==> src/rtl/dnn_pkg.sv <==
// Shared constants and FSM encoding for the dnn_top operand feeder.
package dnn_pkg;

    localparam int I_W         = 5;
    localparam int BATCH_WORDS = 28;
    localparam int ADDR_W      = $clog2(BATCH_WORDS);

    // Word positions inside one buffered batch
    localparam int X_BASE  = 0;
    localparam int W1_BASE = 4;
    localparam int W2_BASE = 20;
    localparam int NUM_X   = 4;
    localparam int NUM_W1  = 16;
    localparam int NUM_W2  = 8;

    typedef enum logic [2:0] {
        IDLE,
        PH_X,
        PH_W1,
        WAIT1,
        WAIT2,
        PH_W2
    } state_t;

endpackage

==> src/rtl/dnn_bank.sv <==
// One batch buffer: 28 words written serially, read in parallel, with a full flag.
module dnn_bank
    import dnn_pkg::*;
#(
    parameter int W = 5
) (
    input  logic                               clk,
    input  logic                               rst_n,
    input  logic                               we,
    input  logic [ADDR_W-1:0]                  waddr,
    input  logic [W-1:0]                       wdata,
    input  logic                               mark,
    input  logic                               clr,
    output logic                               full,
    output logic [BATCH_WORDS-1:0][W-1:0]      rdata
);

    logic mark_q;

    // Storage: contents are only meaningful while full, so no reset is needed
    always_ff @(posedge clk) begin
        if (we) rdata[waddr] <= wdata;
    end

    // Full rises one cycle after the closing word lands; the issue side frees it
    always_ff @(posedge clk) begin
        if (!rst_n) begin
            mark_q <= 1'b0;
            full   <= 1'b0;
        end else begin
            mark_q <= mark;
            if (clr)         full <= 1'b0;
            else if (mark_q) full <= 1'b1;
        end
    end

endmodule

==> src/rtl/dnn_feeder.sv <==
// Ping-pong batch buffer and phase sequencer driving the dnn_top operand ports.
module dnn_feeder
    import dnn_pkg::*;
#(
    parameter int I_W = dnn_pkg::I_W
) (
    input  logic           clk,
    input  logic           rst_n,
    input  logic           s_valid,
    output logic           s_ready,
    input  logic [I_W-1:0] s_data,
    input  logic           s_last,
    output logic [I_W-1:0] x0, x1, x2, x3,
    output logic [I_W-1:0] w04, w05, w06, w07,
    output logic [I_W-1:0] w14, w15, w16, w17,
    output logic [I_W-1:0] w24, w25, w26, w27,
    output logic [I_W-1:0] w34, w35, w36, w37,
    output logic [I_W-1:0] w48, w49, w58, w59,
    output logic [I_W-1:0] w68, w69, w78, w79,
    output logic           in_ready,
    output logic [7:0]     batch_cnt,
    output logic           err
);

    logic                                      wr_sel, rd_sel;
    logic [ADDR_W-1:0]                         wr_cnt;
    logic                                      acc, last_word;
    logic [1:0]                                bank_full, bank_we, bank_mark, bank_clr;
    logic [1:0][BATCH_WORDS-1:0][I_W-1:0]      bank_data;
    logic [BATCH_WORDS-1:0][I_W-1:0]           rd_word;
    logic [NUM_X-1:0][I_W-1:0]                 x_q;
    logic [NUM_W1-1:0][I_W-1:0]                w1_q;
    logic [NUM_W2-1:0][I_W-1:0]                w2_q;
    state_t                                    state, nxt;
    logic                                      ld_x, ld_w1, ld_w2;

    assign s_ready   = ~bank_full[wr_sel];
    assign acc       = s_valid & s_ready;
    assign last_word = (wr_cnt == ADDR_W'(BATCH_WORDS - 1));
    assign rd_word   = bank_data[rd_sel];

    for (genvar b = 0; b < 2; b++) begin : g_bank
        assign bank_we[b]   = acc & (wr_sel == 1'(b));
        assign bank_mark[b] = bank_we[b] & last_word;
        // ld_w2 is the last use of the bank, so it is released on that edge
        assign bank_clr[b]  = ld_w2 & (rd_sel == 1'(b));

        dnn_bank #(.W(I_W)) u_bank (
            .clk   (clk),
            .rst_n (rst_n),
            .we    (bank_we[b]),
            .waddr (wr_cnt),
            .wdata (s_data),
            .mark  (bank_mark[b]),
            .clr   (bank_clr[b]),
            .full  (bank_full[b]),
            .rdata (bank_data[b])
        );
    end

    // Fill side: count words, swap banks on the 28th, flag framing mismatches
    always_ff @(posedge clk) begin
        if (!rst_n) begin
            wr_cnt <= '0;
            wr_sel <= 1'b0;
            err    <= 1'b0;
        end else if (acc) begin
            if (s_last != last_word) err <= 1'b1;
            if (last_word) begin
                wr_cnt <= '0;
                wr_sel <= ~wr_sel;
            end else begin
                wr_cnt <= wr_cnt + ADDR_W'(1);
            end
        end
    end

    // Issue FSM state register
    always_ff @(posedge clk) begin
        if (!rst_n) state <= IDLE;
        else        state <= nxt;
    end

    // Issue FSM next state and load strobes
    always_comb begin
        nxt   = state;
        ld_x  = 1'b0;
        ld_w1 = 1'b0;
        ld_w2 = 1'b0;
        case (state)
            IDLE: begin
                if (bank_full[rd_sel]) begin
                    nxt  = PH_X;
                    ld_x = 1'b1;
                end
            end
            PH_X: begin
                nxt   = PH_W1;
                ld_w1 = 1'b1;
            end
            PH_W1: nxt = WAIT1;
            WAIT1: nxt = WAIT2;
            WAIT2: begin
                nxt   = PH_W2;
                ld_w2 = 1'b1;
            end
            PH_W2: begin
                // rd_sel already points at the other bank here
                if (bank_full[rd_sel]) begin
                    nxt  = PH_X;
                    ld_x = 1'b1;
                end else begin
                    nxt = IDLE;
                end
            end
            default: nxt = IDLE;
        endcase
    end

    // Output registers: load per phase, hold otherwise
    always_ff @(posedge clk) begin
        if (!rst_n) begin
            x_q       <= '0;
            w1_q      <= '0;
            w2_q      <= '0;
            in_ready  <= 1'b0;
            rd_sel    <= 1'b0;
            batch_cnt <= '0;
        end else begin
            if (ld_x) begin
                x_q      <= rd_word[X_BASE +: NUM_X];
                in_ready <= 1'b1;
            end
            if (ld_w1) w1_q <= rd_word[W1_BASE +: NUM_W1];
            if (ld_w2) begin
                w2_q      <= rd_word[W2_BASE +: NUM_W2];
                in_ready  <= 1'b0;
                rd_sel    <= ~rd_sel;
                batch_cnt <= batch_cnt + 8'd1;
            end
        end
    end

    assign {x3, x2, x1, x0} = x_q;
    assign {w37, w36, w35, w34, w27, w26, w25, w24,
            w17, w16, w15, w14, w07, w06, w05, w04} = w1_q;
    assign {w79, w78, w69, w68, w59, w58, w49, w48} = w2_q;

endmodule

==> config.mk <==
export PLATFORM = sky130hd
export DESIGN_NAME = dnn_feeder
export DESIGN_NICKNAME = d
export VERILOG_FILES = /design/src/rtl/dnn_pkg.sv /design/src/rtl/dnn_bank.sv /design/src/rtl/dnn_feeder.sv
export SDC_FILE = /design/constraint.sdc
export NUM_CORES = 1
export LEC_CHECK = 0
export BUFFER_PORTS_ARGS = -buffer_cell sky130_fd_sc_hd__buf_2
export CORE_ASPECT_RATIO = 1.75
export CORE_MARGIN = 1
export CORE_UTILIZATION = 40
export CTS_CLUSTER_DIAMETER = 80
export DETAILED_ROUTE_END_ITERATION = 8
export GPL_ROUTABILITY_DRIVEN = 0
export SLEW_MARGIN = 20
export SYNTH_ARGS = -nofsm -noshare
export SYNTH_HDL_FRONTEND = slang
export SYNTH_SLANG_ARGS = --single-unit
==> constraint.sdc <==
create_clock -name clk -period 4 [get_ports clk]
set_clock_uncertainty 0.05 [all_clocks]
set_input_delay 0.2 -clock clk [delete_from_list [all_inputs] [get_ports clk]]
set_output_delay 0.2 -clock clk [all_outputs]
set_load 0.005 [all_outputs]
# Word level (Yosys, flattened, before mapping)
# Index checks and enable logic that the tools add are counted.
[word_totals] inputBits=9 wordCells=146 output_inout_bits=151 ff_bits=444
[op_classes] eq_ne=8 magnitude_cmp=4 bitwise=11 n_reduce_logical=8 mux=18 add_sub_neg=2
[op_table] op="$bwmux W140" count=2
[op_table] op="$mux W140" count=2
[op_table] op="$demux W5 S5" count=1
[op_table] op="$pmux W3 S6" count=1
[op_table] op="$mux W5" count=2
[op_table] op="$mux W1" count=9
[op_table] op="$add A8 B1 Y8 const B" count=1
[op_table] op="$reduce_or A2 Y1" count=4
[op_table] op="$and A1 B1 Y1" count=7
[op_table] op="$eq A3 B2 Y1 const B" count=2
[op_table] op="$eq A3 B3 Y1 const B" count=2
[op_table] op="$lt A5 B6 Y1 const B" count=1
[op_table] op="$add A5 B1 Y5 const B" count=1
[op_table] op="$eq A5 B5 Y1 const B" count=1
[op_table] op="$ge A5 B1 Y1 const B" count=1
[op_table] op="$lt A1 B2 Y1 const B" count=2
[op_table] op="$not A1 Y1" count=4
[op_table] op="$reduce_and A2 Y1" count=2
[op_table] op="$eq A3 B1 Y1 const B" count=1
[op_table] op="$logic_not A3 Y1" count=1
[op_table] op="$mux W3" count=1
[op_table] op="$ne A2 B2 Y1 const B" count=1
[op_table] op="$logic_and A1 B1 Y1" count=1
[op_table] op="$ne A1 B1 Y1" count=1

# Longest topological paths before layout
[logic_depth] depth_word=6 ltp_mapped=6 mapped_depth_nobuf=4

# Modules after synthesis
# A second synthesis with hierarchy kept.
[unflattened] cells_unflattened=1127 hier_area_um2=16125.5
[modules_own_cells] module="dnn_feeder" instances=1 area_per_inst_um2=7175.6 cells_each=754 seq_area_each_um2=3203.1
[modules_own_cells] module="dnn_bank (g_bank[0].u_bank)" instances=1 area_per_inst_um2=4483.0 cells_each=188 seq_area_each_um2=4244.1
[modules_own_cells] module="dnn_bank (g_bank[1].u_bank)" instances=1 area_per_inst_um2=4466.8 cells_each=185 seq_area_each_um2=4244.1

# Least setup slack after synthesis
# No wires, ideal clock.
[synth_timing] kind="register to register" from="reg, netlist name wr_cnt[2]" to="reg g_bank[0].u_bank.rdata[80] (netlist name), enable pin" setup_time_ns=0.340 t_arrival_ns=1.366 synth_period_minus_slack_ns=1.756 path_slack_ns=2.244 stages_incl_launch_ff=5 required_time_ns=3.610 path_buffers=2 path_cell_list="dfxtp_1 clkbuf_1 or3b_2 clkbuf_1 nor2_1"
[synth_rtl] item="end signal, assigned by index" line_no="dnn_bank.sv:22" text="if (we) rdata[waddr] <= wdata;"
[synth_rtl] item="end, declared" line_no="dnn_bank.sv:15" text="output logic [BATCH_WORDS-1:0][W-1:0] rdata"

# Worst setup path after layout
[layout_timing] from="reg g_bank[0].u_bank.full" to="reg g_bank[0].u_bank.rdata[131] (netlist name), enable pin"
[layout_between] elab_chain_cells=5
[layout_lines] item="start, declared" line_no="dnn_bank.sv:14" text="output logic full,"
[layout_lines] item="start signal, assigned" line_no="dnn_bank.sv:29" text="full <= 1'b0;"
[layout_lines] item="start signal, assigned" line_no="dnn_bank.sv:32" text="if (clr) full <= 1'b0;"
[layout_lines] item="start signal, assigned" line_no="dnn_bank.sv:33" text="else if (mark_q) full <= 1'b1;"
[layout_lines] item="$mux W1 (implied by the code) (2 in series)" line_no="dnn_feeder.sv:37" text="assign s_ready = ~bank_full[wr_sel];"
[layout_lines] item="$not A1 Y1" line_no="dnn_feeder.sv:37"
[layout_lines] item="$and A1 B1 Y1" line_no="dnn_feeder.sv:38" text="assign acc = s_valid & s_ready;"
[layout_lines] item="$and A1 B1 Y1" line_no="dnn_feeder.sv:43" text="assign bank_we[b] = acc & (wr_sel == 1'(b));"
# Every way passes these cells. The select of a mux whose other input is x is not followed.
# A chain may end at the register's enable or synchronous reset.

==> key figures <==
Critical path
  – Crit. Startpoint: g_bank[0].u_bank.full
  – Crit. End Element: register
  – Slowest-stage cell, CP: nand3_1
  – Critical Path Sink: g_bank[0].u_bank.rdata[131]
  – Worst path cell trace: nor2_1, nand3_1, nor2_1
  – Critical path class: reg -> reg
  – R2R setup slack: about 1.7 ns
  – Required time of the critical path: 4.13 ns
  – Critical path arrival: 2.39 ns
  – Reg2reg end: g_bank[0].u_bank.rdata[131]
  – Crit path top cell by count: nor2_1
  – Crit-path max FO: 7
  – Reg2reg start: g_bank[0].u_bank.full
  – Worst path max stage delay: 0.64 ns
  – Worst R2R Path Depth: 3
  – Startpoint types: register

Placed design
  – Place WS: 1.752 ns
  – DP Wirelength: 22,200 um
  – Port bufs: 159

Cells and area
  – Share of layout cells above drive strength 1: between 20 and 25%
  – Largest register FFs: 280
  – Multi-input logic area: 0.004038 mm2
  – Filler cell count: 3,542
  – Regs by FF count: g_bank.u_bank.rdata (280), batch_cnt (8)
  – Sequential cell area: 0.01170 mm2
  – N_diodes: 0
  – P&R area growth vs syn: 15.72%
  – Largest Register: g_bank.u_bank.rdata
  – Nets: roughly 1,300

Clock tree
  – CTS Root Cell: clkbuf_16
  – Clock Latency Late Sink: 0.53 ns
  – CTS tree: done
  – Sink Count: 444
  – Clock Pin Slew Worst Setup and Hold Paths: 0.07 ns
  – Total CTS buffers: 40
  – CTS resizes: 0
  – H-tree levels: 2
  – Worst-case clock buffer depth: 3

Synth
  – Synth Flop Type: edfxtp_1
  – Syn Nets: between 1,000 and 1,500
  – Sequential element share of the synthesized area: around 73%
  – Post-Syn Area: 0.01607 mm2
  – Number of enable flip-flop cells after synthesis: 280
  – Ranking of synthesized cells by area: edfxtp_1 (52%), dfxtp_1 (20%), mux2i_1 (9.0%)
  – Asr flop ratio synth: 0%
  – Cell count after synthesis: 1,126
  – Syn avg cell area: 14.27 um2
  – Seq cells post-synth: roughly 440
  – Synth unique cells: 46
  – Top cell type's share of synthesized area: 52.32%
  – Synth warnings: 0
  – Leading area contributor after synthesis: edfxtp_1

Drt
  – Initial DRC Count: 421
  – ANT nets after route: 0
  – Router iterations before antenna repair: 4
  – Vias post-DR: 9,146
  – WL/cell: ~20 um
  – Routed WL: 35,930 um
  – Post-DR vias/cell: 5.132
  – DRC Markers: 0

GRT
  – Largest net degree at the start of global routing: roughly 160
  – Initial antenna violation count: 0
  – GRT Overall Usage: ~18%
  – Vias in the first global route: 9,225
  – First-pass GRT wire length: about 54,000 um
  – GRT overflow: 0

Pwr
  – Static leakage: approximately 6.4 nW
  – Pwr Density: approximately 470 mW/mm2
  – VDD IR max: 0.0002777 V

Timing
  – Final setup violation count: 0
  – Hold Vio Cnt, Final: 0
  – Max_slew headroom: between 30% and 40%
  – TNS Setup: 0 ns
  – Fmax: 442.0 MHz
  – Final setup margin: between 1.5 and 2 ns
  – Unrepaired setup endpoints after global routing: false
  – Crit share post-route: 56.56%
  – Min Tclk post-route: 2.262 ns
  – Final Max Tran Viols: 0
  – Worst-Margin Slew: 1.007 ns

Worst hold path
  – Hold Path Cell Cnt: 1
  – Tightest Hold Check Type: in -> reg

Floorplanning
  – Core Area: roughly 0.039 mm2
  – Die Footprint: between 0.04 and 0.05 mm2
  – Die H: 267.1 um
  – Initial Util: 40.79%
  – Row Count: 96
  – Die W: approximately 150 um
  – Num ports: 160

Job
  – Max-Cap Viols: 0

Outcome
  – Status: complete, no violations
## cell type report
class | instances | area share, %
clock buffers | 50 | 5.968
inverters | 7 | 0.1548
repair buffers | 171 | 4.952
flip-flops and latches | 444 | 62.89
multi-input cells | 598 | 21.71
clock inverters | 22 | 1.023
well taps | 490 | 3.297
## cells in the mapped netlist (9+ instances only)
| library cell | instances |
|---|---|
| a211oi_1 | 122 |
| a21oi_1 | 9 |
| buf_1 | 12 |
| buf_2 | 20 |
| clkbuf_1 | 43 |
| dfxtp_1 | 164 |
| edfxtp_1 | 280 |
| mux2_2 | 21 |
| mux2i_1 | 144 |
| nand2_1 | 53 |
| nand3_1 | 12 |
| nor2_1 | 179 |
## how the worst min path moves through the flow
stage          startpoint                         end  slack (ns)
2_1_floorplan   s_data[0]   g_bank[0].u_bank.rdata[0]        0.25
3_3_place_gp          err                         err        0.39
3_5_place_dp          err                         err        0.40
4_1_cts         s_data[4]   g_bank[1].u_bank.rdata[9]        0.19
5_1_grt         s_data[4]  g_bank[1].u_bank.rdata[14]        0.21
6_report        s_data[3]   g_bank[1].u_bank.rdata[8]        0.19
## cell families (layout without fill, tap and decap cells)
| kind of cell | after synthesis | after routing | synth area share, % |
|---|---|---|---|
| and+or+nand+nor | 277 | 277 | 7.273 |
| AOI/OAI and AO/OA | 145 | 145 | 6.626 |
| adders and majority gates | 5 | 5 | 0.3893 |
| xor gates and xnor gates | 6 | 6 | 0.3270 |
| buffers and inverters | 84 | 250 | 2.188 |
| muxes | 165 | 165 | 10.44 |
| DFF | 444 | 444 | 72.76 |
## layout by cell type (no fill, tap or decap), types with 5 or more instances in the layout
| master | instances |
|---|---|
| edfxtp_1 | 280 |
| nor2_1 | 179 |
| dfxtp_1 | 163 |
| buf_2 | 157 |
| mux2i_1 | 144 |
| a211oi_1 | 122 |
| nand2_1 | 53 |
| clkbuf_16 | 41 |
| mux2_2 | 21 |
| nand3_1 | 12 |
| clkinv_2 | 11 |
| buf_4 | 10 |
| a21oi_1 | 9 |
| inv_1 | 6 |
| xnor2_1 | 5 |
| ha_1 | 5 |
| clkinv_1 | 5 |
| clkbuf_8 | 5 |
## power breakdown
part | internal (mW) | switching [mW] | total [mW]
sequential | 4.87 | 0.00385 | 4.87
clock | 2.17 | 1.64 | 3.81
combinational | 0.0227 | 0.115 | 0.138
total | 7.06 | 1.76 | 8.82
## critical path: cells and delay by family (launching register included)
family	cells	cell delay, ns
flops	1	0.34
simple gates	3	1.52
## per-stage QoR
stage | instances | power [mW] | area [um2] | util, % | hold slack (ns)
2_1_floorplan | 1126 | 5.026 | 16070 | - | 0.2489
3_5_place_dp | 1708 | 5.115 | 17280 | 43.85 | 0.3980
4_1_cts | 1782 | 8.906 | 18600 | 47.20 | 0.1889
5_1_grt | 1782 | 9.101 | 18600 | 47.20 | 0.2117
6_report | 1782 | 8.818 | 18600 | 47.20 | 0.1931
3_3_place_gp | 1708 | 5.115 | 17270 | 43.84 | 0.3872
## per-layer routing
metal	track usage (%)	vias up	wire length, um
met4	7.432	0	1247
met1	19.44	4445	13860
li1	-	4450	-
met3	2.783	61	1487
met2	33.24	190	19340
met5	0	-	0
## timing repair
action / in CTS / in global routing
endpoints found under the setup margin: 0 / 0
hold buffers: 2 / 0
buffers inserted: 0 / 0
endpoints found under the hold margin: 2 / 0
(Power assumes the default switching activity.)
